### config.mk
export PLATFORM = sky130hd
export DESIGN_NAME = snake_step_scheduler
export DESIGN_NICKNAME = d
export VERILOG_FILES = /design/src/rtl/snake_step_scheduler.sv
export SDC_FILE = /design/constraint.sdc
export NUM_CORES = 1
export LEC_CHECK = 0
export CORE_MARGIN = 5
export CORE_UTILIZATION = 50
export CTS_CLUSTER_DIAMETER = 50
export DETAILED_ROUTE_END_ITERATION = 8
export GPL_TIMING_DRIVEN = 0
export PLACE_DENSITY = 0.78
export RECOVER_POWER = 50
export SLEW_MARGIN = 10
export SYNTH_ARGS = -nofsm -noshare
export SYNTH_HDL_FRONTEND = slang
export SYNTH_SLANG_ARGS = --single-unit
### constraint.sdc
create_clock -name clk -period 2.9 [get_ports clk]
set_input_delay 0.58 -clock clk [delete_from_list [all_inputs] [get_ports clk]]
set_output_delay 0.58 -clock clk [all_outputs]
set_load 0.02 [all_outputs]
### src/rtl/snake_step_scheduler.sv
// snake_step_scheduler: tick-paced snake step engine; shifts the body in an external RAM,
// moves the head, then scans the body for self-collision.
module snake_step_scheduler #(
  parameter int TICK_DIV = 1000000,
  parameter int MAX_LEN = 63,
  parameter int COORD_W = 11,
  parameter int BLOCK = 10,
  parameter int DISP_W = 136,
  parameter int DISP_H = 76
) (
  input  logic               clk,
  input  logic               reset,
  input  logic               enable,
  input  logic [1:0]         dir_in,
  input  logic               dir_valid,
  input  logic               grow,
  input  logic [COORD_W-1:0] body_rx,
  input  logic [COORD_W-1:0] body_ry,
  output logic [5:0]         body_raddr,
  output logic               body_we,
  output logic [5:0]         body_waddr,
  output logic [COORD_W-1:0] body_wx,
  output logic [COORD_W-1:0] body_wy,
  output logic [COORD_W-1:0] head_x,
  output logic [COORD_W-1:0] head_y,
  output logic [5:0]         length,
  output logic               busy,
  output logic               step_valid,
  output logic               game_over
);
  localparam int CNT_W = $clog2(TICK_DIV + 1);
  localparam int FW = DISP_W * BLOCK;
  localparam int FH = DISP_H * BLOCK;
  localparam int X0 = (DISP_W / 2) * BLOCK;
  localparam int Y0 = (DISP_H / 2) * BLOCK;
  typedef enum logic [2:0] {INIT, IDLE, SH_RD, SH_WR, MOVE, SCAN, DONE, OVER} state_t;
  state_t state_q;
  logic [CNT_W-1:0] cnt_q;
  logic tick_pend_q, grow_pend_q, hit_q, game_over_q, step_valid_q;
  logic [1:0] cur_dir_q, dir_pend_q;
  logic [COORD_W-1:0] head_x_q, head_y_q, nx, ny, init_x;
  logic [COORD_W:0] xp, yp;
  logic [5:0] len_q, lnew_q, lnew_d, idx_q;
  logic tick, start, die, hit_d;
  always_comb begin
    tick = enable && cnt_q == CNT_W'(TICK_DIV - 1);
    start = state_q == IDLE && (tick || tick_pend_q);
    lnew_d = (grow_pend_q && len_q < 6'(MAX_LEN)) ? len_q + 6'd1 : len_q;
    xp = {1'b0, head_x_q} + (COORD_W+1)'(BLOCK);
    yp = {1'b0, head_y_q} + (COORD_W+1)'(BLOCK);
    die = (cur_dir_q == 2'd0) ? head_y_q == '0 :
          (cur_dir_q == 2'd1) ? xp >= (COORD_W+1)'(FW) :
          (cur_dir_q == 2'd2) ? yp >= (COORD_W+1)'(FH) : head_x_q == '0;
    nx = (cur_dir_q == 2'd1) ? xp[COORD_W-1:0] :
         (cur_dir_q == 2'd3) ? head_x_q - COORD_W'(BLOCK) : head_x_q;
    ny = (cur_dir_q == 2'd2) ? yp[COORD_W-1:0] :
         (cur_dir_q == 2'd0) ? head_y_q - COORD_W'(BLOCK) : head_y_q;
    // SCAN slot 0 only issues the first read; data compares start one slot later
    hit_d = hit_q || (idx_q != '0 && body_rx == head_x_q && body_ry == head_y_q);
    init_x = COORD_W'(X0 - int'(idx_q) * BLOCK);
  end
  assign body_we = reset && (state_q == INIT || state_q == SH_WR || (state_q == MOVE && !die));
  assign body_waddr = (state_q == MOVE) ? 6'd0 : idx_q;
  assign body_wx = (state_q == INIT) ? init_x : (state_q == SH_WR) ? body_rx : nx;
  assign body_wy = (state_q == INIT) ? COORD_W'(Y0) : (state_q == SH_WR) ? body_ry : ny;
  assign body_raddr = (state_q == SH_RD) ? idx_q - 6'd1 : (state_q == SCAN) ? idx_q + 6'd1 : 6'd0;
  assign busy = state_q != IDLE && state_q != OVER;
  assign head_x = head_x_q;
  assign head_y = head_y_q;
  assign length = len_q;
  assign step_valid = step_valid_q;
  assign game_over = game_over_q;
  always_ff @(posedge clk or negedge reset) begin
    if (!reset) begin
      state_q <= INIT;
      cnt_q <= '0;
      tick_pend_q <= 1'b0;
      grow_pend_q <= 1'b0;
      cur_dir_q <= 2'd1;
      dir_pend_q <= 2'd1;
      head_x_q <= COORD_W'(X0);
      head_y_q <= COORD_W'(Y0);
      len_q <= 6'd3;
      lnew_q <= 6'd3;
      idx_q <= 6'd0;
      hit_q <= 1'b0;
      game_over_q <= 1'b0;
      step_valid_q <= 1'b0;
    end else begin
      cnt_q <= !enable ? cnt_q : tick ? '0 : cnt_q + CNT_W'(1);
      step_valid_q <= 1'b0;
      if (state_q != OVER) begin
        tick_pend_q <= !start && (tick_pend_q || tick);
        grow_pend_q <= (grow_pend_q && !start) || grow;
        if (dir_valid && dir_in != (cur_dir_q ^ 2'b10)) dir_pend_q <= dir_in;
      end
      case (state_q)
        INIT: begin
          idx_q <= idx_q + 6'd1;
          if (idx_q == 6'd2) state_q <= IDLE;
        end
        IDLE: if (start) begin
          cur_dir_q <= dir_pend_q;
          lnew_q <= lnew_d;
          idx_q <= lnew_d - 6'd1;
          state_q <= (lnew_d > 6'd1) ? SH_RD : MOVE;
        end
        SH_RD: state_q <= SH_WR;
        SH_WR: begin
          idx_q <= idx_q - 6'd1;
          state_q <= (idx_q == 6'd1) ? MOVE : SH_RD;
        end
        MOVE: begin
          idx_q <= 6'd0;
          hit_q <= 1'b0;
          if (die) begin
            game_over_q <= 1'b1;
            state_q <= OVER;
          end else begin
            head_x_q <= nx;
            head_y_q <= ny;
            state_q <= SCAN;
          end
        end
        SCAN: begin
          idx_q <= idx_q + 6'd1;
          hit_q <= hit_d;
          if (idx_q == lnew_q - 6'd1) begin
            if (hit_d) begin
              game_over_q <= 1'b1;
              state_q <= OVER;
            end else begin
              len_q <= lnew_q;
              step_valid_q <= 1'b1;
              state_q <= DONE;
            end
          end
        end
        DONE: state_q <= IDLE;
        OVER: state_q <= OVER;
      endcase
    end
  end
endmodule

==> impl_metrics.py, run 1 <==
metrics = {
    "detailed_routing": {
        "wirelength_um": 20500,
        "drtAntennaViolNets": 0,
        "drc": 0,
        "firstDrtPassIters": 5,
        "post_drt_wl_per_cell_um": 19.3,
        "drt_iter0_markers": 511,
        "routed_via_density": 6.08,
        "via_count": 6437,
    },
    "yosys": {
        "synth_compound_area_share_pct": 18.9,
        "yosys_warnings": 0,
        "synth_top_cell_by_area": "dfrtp_1",
        "ys_types": 92,
        "syn_area_mm2": 0.00638,
        "ys_async_sr_fraction_pct": 100,
        "synth_top_family_by_area": "simple AND/OR/NAND/NOR gates",
        "ys_ff_latch": 70,
        "synth_edf_count": 0,
        "synth_top_cells_by_area": "dfrtp_1, xnor2_1, dfstp_2",
        "synth_top_area_share_pct": 21.2,
        "yosys.area_share.simple_pct": 23.8,
        "synth.area.mux_share_pct": 4.85,
        "syn_area_per_cell_um2": 8.65,
        "synthXorXnorAreaFrac_pct": 13.2,
        "syn_inst": 737,
        "synth_flop_cell": "dfrtp_1",
        "ys_seq_area_share_pct": 27.8,
        "synthAdderAreaFrac_pct": 5.14,
    },
    "critical_path": {
        "crit_required_ns": 2.32,
        "worstPathMaxFanout": 3,
        "endpoint": "body_wx[9]",
        "critPathKind": "flop to primary output",
        "cp_cell_sequence": "ha_4 -> ha_4 -> inv_2 -> fa_2 -> a21oi_2 -> or2_4 -> or3_1 -> a21boi_1 -> o31a_1 -> buf_6",
        "max_stage_delay_ns": 0.55,
        "crit_slowest_cell": "fa_2",
        "critPathLaunch": "idx_q[1]",
        "cpMostUsedCell": "ha_4",
        "arrival_ns": 2.82,
        "r2r-start": "head_x[4]",
        "reg2reg_to": "length[4]",
        "start_kind": "flop",
        "reg2reg_depth": 7,
        "end_kind": "primary output",
        "rrSetupSlack_ns": 0.08,
    },
    "pwr": {
        "switching_power_uw": 609,
        "internal-power_uw": 1790,
        "power.share.clock_pct": 47.9,
        "seq_power_share_pct": 44.6,
        "power_per_cell_area_mw_per_mm2": 280,
        "combPwrFrac_pct": 7.5,
        "p_leak_uw": 0.00369,
        "ir_worst_vdd_uv": 268,
        "swShare_pct": 25.3,
    },
    "clocking": {
        "htreeDepth": 3,
        "cts_hold_buf": 0,
        "insertion_delay_ns": 0.35,
        "cts-buffers-inserted": 9,
        "path_clk_slew_ns": 0.06,
        "cts_tree": "yes",
        "clock-sinks": 70,
        "clk_path_buf_depth": 2,
        "root_buffer": "clkbuf_16",
    },
    "layout": {
        "drive_gt1_share_pct": 29.7,
        "nets": 934,
        "syn2layout_area_growth_pct": 34.4,
        "fillers": 995,
        "mostFrequentLayoutCells": "nand2_1, buf_4, nor2_1, dfrtp_1, clkdlybuf4s50_1",
        "final_common_cell": "nand2_1",
        "antennaDiodeCount": 0,
        "final-instance-count-excl-fill": 1058,
    },
    "timing": {
        "hold_viol": 0,
        "period_needed_ns": 3.40,
        "timing.setup.tns_ns": -2.86,
        "setup_violations": 16,
        "rsz0062_at_grt": "true",
        "clock-skew-final_ns": 0.00878,
        "max_slew_margin_pct": 43.7,
        "fin_ws_ns": -0.503,
        "slew_violations": 0,
        "fin_crit_sh_pct": 117,
        "timing.fmax_mhz": 294,
        "worstMarginPinSlew_ns": 0.836,
    },
    "global_routing": {
        "antenna_found_initial": 0,
        "grt_max_degree": 38,
        "track_usage_pct": 27.1,
        "grt_pass1_vias": 6289,
        "grt_pass1_wl_um": 32300,
        "gr-total-overflow": 0,
    },
    "place": {
        "dpl.hpwl_um": 14700,
        "port_buffers": 92,
        "dpl.cell_count": 1003,
        "gp_congestion": 0.923,
        "pre_cts_ws_ns": -0.738,
    },
    "min_path": {
        "hold_class": "input port to asynchronous set/reset pin",
    },
    "floorplanning": {
        "core_mm2": 0.0126,
        "die_height_um": 123,
        "io-pin-count": 95,
        "dieArea_mm2": 0.0151,
        "die-width_um": 123,
        "start_util_pct": 50.7,
        "rows": 41,
    },
    "status": {
        "violations": "negative setup slack",
        "status": "finished, violations left",
    },
    "flow_run": {
        "cap_viol_max_count": 0,
    },
}
-- worst max-delay path, delay by kind of cell (launching register included) --
kind	cells	cell delay, ns
adder cells (fa/ha/maj)	3	0.95
AND/OR/NAND/NOR	2	0.55
flip-flops	1	0.44
AO/OA/AOI/OAI	3	0.40
buffers and inverters	2	0.15
-- flip-flops by register name (all words and copies together) (netlist names), 2 cells and up --
register / cells
cnt_q: 20
cur_dir_q: 2
dir_pend_q: 2
head_x: 10
head_y: 10
idx_q: 6
length: 6
lnew_q: 6
state_q: 3
-- kinds of logic after synthesis --
logic type                 count (synthesis)
and+or+nand+nor                          271
AOI/OAI and AO/OA                        166
xor gates and xnor gates                  96
buffers and inverters                     82
DFF                                       70
adders and majority gates                 26
muxes                                     25
other                                      1
-- through the flow --
step	hold slack (ns)	power, uW	util, %	area, um^2
2_1_floorplan	0.284	1170	-	6430
4_1_cts	0.208	2420	65.2	8200
3_5_place_dp	0.471	1270	60.3	7580
5_1_grt	0.228	2490	68.2	8570
6_report	0.195	2400	68.2	8570
3_3_place_gp	0.456	1250	60.2	7560
-- area by class of cell --
cell class                 instances  area, um^2  area share, %
multi-input combinational        586        4570           53.3
sequential                        70        1780           20.8
tap                              172         215           2.51
inverter                          28         108           1.26
clock buffer                      10         229           2.67
clock inverter                     6        70.1          0.818
buffer                            47         364           4.25
timing repair buffer             139        1230           14.4
-- power groups by stage --
stage	combinational [uW]	sequential, uW	clock, uW
after floorplan	90.6	1080	0
after global placement	171	1080	0
after detailed placement	182	1090	0
after CTS	183	1070	1160
after global routing	201	1080	1210
final	180	1070	1150
-- routing by layer --
metal | vias up | global-route usage, % | wire [um]
met5 | - | 0 | 0
met3 | 67 | 4.25 | 1370
met2 | 300 | 45.7 | 9890
met4 | 0 | 10.7 | 726
met1 | 3144 | 34.9 | 8490
li1 | 2926 | - | -
-- Yosys cell counts (5+ instances only) --
master / count
mux2i_1: 8
o22ai_1: 13
nor2_1: 53
a211oi_1: 6
nand2b_1: 10
dfstp_2: 16
mux2_4: 10
o211ai_1: 8
o31ai_1: 5
nor4_1: 10
mux2_2: 7
buf_4: 9
xnor2_1: 52
and2_1: 8
nand3_1: 17
ha_1: 23
inv_1: 26
nor3_1: 12
nor4_2: 11
nand4_1: 12
o21ai_0: 27
xor2_1: 44
and3_1: 10
a31oi_1: 10
dfrtp_1: 54
or3_1: 5
nor4b_1: 5
a21oi_1: 31
buf_2: 17
o32ai_1: 5
nor2b_1: 13
clkbuf_1: 20
nand2_1: 75
-- worst min path at each step --
stage	from	end	slack (ns)	depth (start not counted)
finish	reset	cnt_q[14]	0.20	1
global route	reset	cnt_q[14]	0.23	1
CTS	reset	cnt_q[14]	0.21	1
detailed placement	cnt_q[4]	cnt_q[4]	0.47	1
global placement	cnt_q[4]	cnt_q[4]	0.46	1
floorplan	reset	cnt_q[0]	0.28	0
-- repair_timing --
item | CTS | global route
gates resized for setup | 167 | 67
pin swaps | 27 | 30
buffers inserted | 21 | 24
cloned | 0 | 1
endpoints found under the setup margin | 30 | 26
No activity file was read; power rests on OpenSTA's default activity.
==> run 2, diff against run 1 <==
--- a/config.mk
+++ b/config.mk
@@ -9,7 +9,7 @@
 export CORE_UTILIZATION = 50
 export CTS_CLUSTER_DIAMETER = 50
 export DETAILED_ROUTE_END_ITERATION = 8
-export GPL_TIMING_DRIVEN = 0
+export GPL_TIMING_DRIVEN = 1
 export PLACE_DENSITY = 0.78
 export RECOVER_POWER = 50
 export SLEW_MARGIN = 10
==> impl_metrics.py, run 2 (synthesis results as in run 1) <==
metrics = {
    "status": {
        "status": "finished, violations left",
        "violations": "max-capacitance violations, max-slew violations, negative setup slack",
    },
    "timing": {
        "max_slew_margin_pct": -11.1,
        "slew_violations": 32,
        "whs_ns": 0.492,
        "setup_violations": 9,
        "timing.setup.tns_ns": -2.16,
        "fin_crit_sh_pct": 117,
        "worstMarginPinSlew_ns": 1.67,
        "fin_ws_ns": -0.505,
        "timing.fmax_mhz": 294,
        "period_needed_ns": 3.41,
        "hold_viol": 0,
        "rsz0062_at_grt": "true",
        "clock-skew-final_ns": 0.00613,
    },
    "flow_run": {
        "cap_viol_max_count": 1,
    },
    "layout": {
        "syn2layout_area_growth_pct": 37.3,
        "largest_register_ffs": 20,
        "final_common_cell": "buf_4",
        "top_register": "cnt_q",
        "drive_gt1_share_pct": 30.9,
        "antennaDiodeCount": 0,
        "final-instance-count-excl-fill": 1099,
        "nets": 975,
        "mostFrequentLayoutCells": "buf_4, nand2_1, clkdlybuf4s50_1, nor2_1, dfrtp_1",
        "postLayoutCellArea_mm2": 0.00876,
    },
    "floorplanning": {
        "core_mm2": 0.0126,
        "die-width_um": 123,
        "io-pin-count": 95,
        "start_util_pct": 50.7,
        "die_height_um": 123,
        "rows": 41,
        "dieArea_mm2": 0.0151,
    },
    "detailed_routing": {
        "drtAntennaViolNets": 0,
        "wirelength_um": 20600,
        "via_count": 6396,
        "post_drt_wl_per_cell_um": 18.7,
        "drc": 0,
        "routed_via_density": 5.82,
        "firstDrtPassIters": 5,
        "drt_iter0_markers": 328,
    },
    "pwr": {
        "power_uw": 2330,
        "power.share.clock_pct": 46.2,
        "seq_power_share_pct": 46.1,
        "power_per_cell_area_mw_per_mm2": 266,
        "ir_worst_vdd_uv": 216,
        "switching_power_uw": 619,
        "swShare_pct": 26.6,
        "p_leak_uw": 0.00383,
        "combPwrFrac_pct": 7.7,
        "internal-power_uw": 1710,
    },
    "critical_path": {
        "cpMostUsedCell": "ha_4",
        "start_kind": "flop",
        "arrival_ns": 2.83,
        "crit_required_ns": 2.32,
        "crit_slowest_cell": "fa_2",
        "max_stage_delay_ns": 0.54,
        "rrSetupSlack_ns": 0.06,
        "cp_cell_sequence": "ha_4 -> ha_4 -> inv_2 -> fa_2 -> a21oi_2 -> or2_4 -> or3_4 -> a21boi_2 -> o31a_1 -> buf_6",
        "end_kind": "primary output",
        "worstPathMaxFanout": 2,
        "critPathKind": "flop to primary output",
    },
    "global_routing": {
        "track_usage_pct": 27.1,
        "antenna_found_initial": 0,
        "gr-total-overflow": 0,
        "grt_max_degree": 41,
        "grt_pass1_vias": 6512,
        "grt_pass1_wl_um": 32300,
    },
    "place": {
        "dpl.hpwl_um": 15200,
        "gp_congestion": 0.894,
        "dpl.cell_count": 1071,
        "place_area_mm2": 0.00821,
        "port_buffers": 92,
    },
    "clocking": {
        "cts_tree": "yes",
        "clk_path_buf_depth": 2,
        "cts_hold_buf": 0,
        "insertion_delay_ns": 0.35,
        "root_buffer": "clkbuf_16",
        "htreeDepth": 3,
        "cts-buffers-inserted": 9,
        "path_clk_slew_ns": 0.06,
        "clock-sinks": 70,
    },
    "min_path": {
        "hold_class": "flop to flop",
    },
}
run 2: per-stage QoR:
step	setup WS [ns]	util (%)
2_1_floorplan	-0.0842	-
3_5_place_dp	-0.590	65.3
3_3_place_gp	-0.523	65.3
5_1_grt	-0.528	69.7
6_report	-0.505	69.7
4_1_cts	-0.441	68.5
run 2: what timing repair did:
action	CTS	global route
setup endpoints to repair	29	23
setup buffers	5	8
gates resized for setup	114	48
pin swaps	16	23
run 2: critical path: cells and delay by family, from the launching register on:
kind                     cells  cell delay [ns]
adder cells (fa/ha/maj)      3             0.94
flip-flops                   1             0.43
AND/OR/NAND/NOR              2             0.58
AO/OA/AOI/OAI                3             0.37
buffers and inverters        2             0.16
run 2: per-layer routing:
metal  track usage [%]  routed length (um)  up-vias
met3              4.03                1040       45
met2              48.4               10500      225
li1                  -                   -     3012
met5                 0                   0        -
met1              32.2                8420     3114
met4              11.5                 612        0
run 2: power groups by stage:
stage	Combinational, uW	Clock [uW]	Sequential [uW]
global placement	173	0	1080
CTS	185	1090	1070
detailed placement	183	0	1090
global route	199	1120	1080
floorplan	90.6	0	1080
finish	180	1070	1070
run 2: final timing paths:
kind	from	end	cells past startpoint
max	idx_q[1]	body_wx[9]	10
min	cnt_q[15]	cnt_q[15]	1
max reg2reg	length[0]	idx_q[4]	10
min reg2reg	cnt_q[15]	cnt_q[15]	1
max in group asynchronous	reset	cur_dir_q[1]	3
min in group asynchronous	reset	cnt_q[7]	2
run 2: area by class of cell:
class,count,area (um^2)
clock inverters,7,55.1
inverters,28,105
well taps,172,215
multi-input cells,586,4480
flip-flops and latches,70,1770
repair buffers,227,1900
clock buffers,9,225
fillers,1019,3810
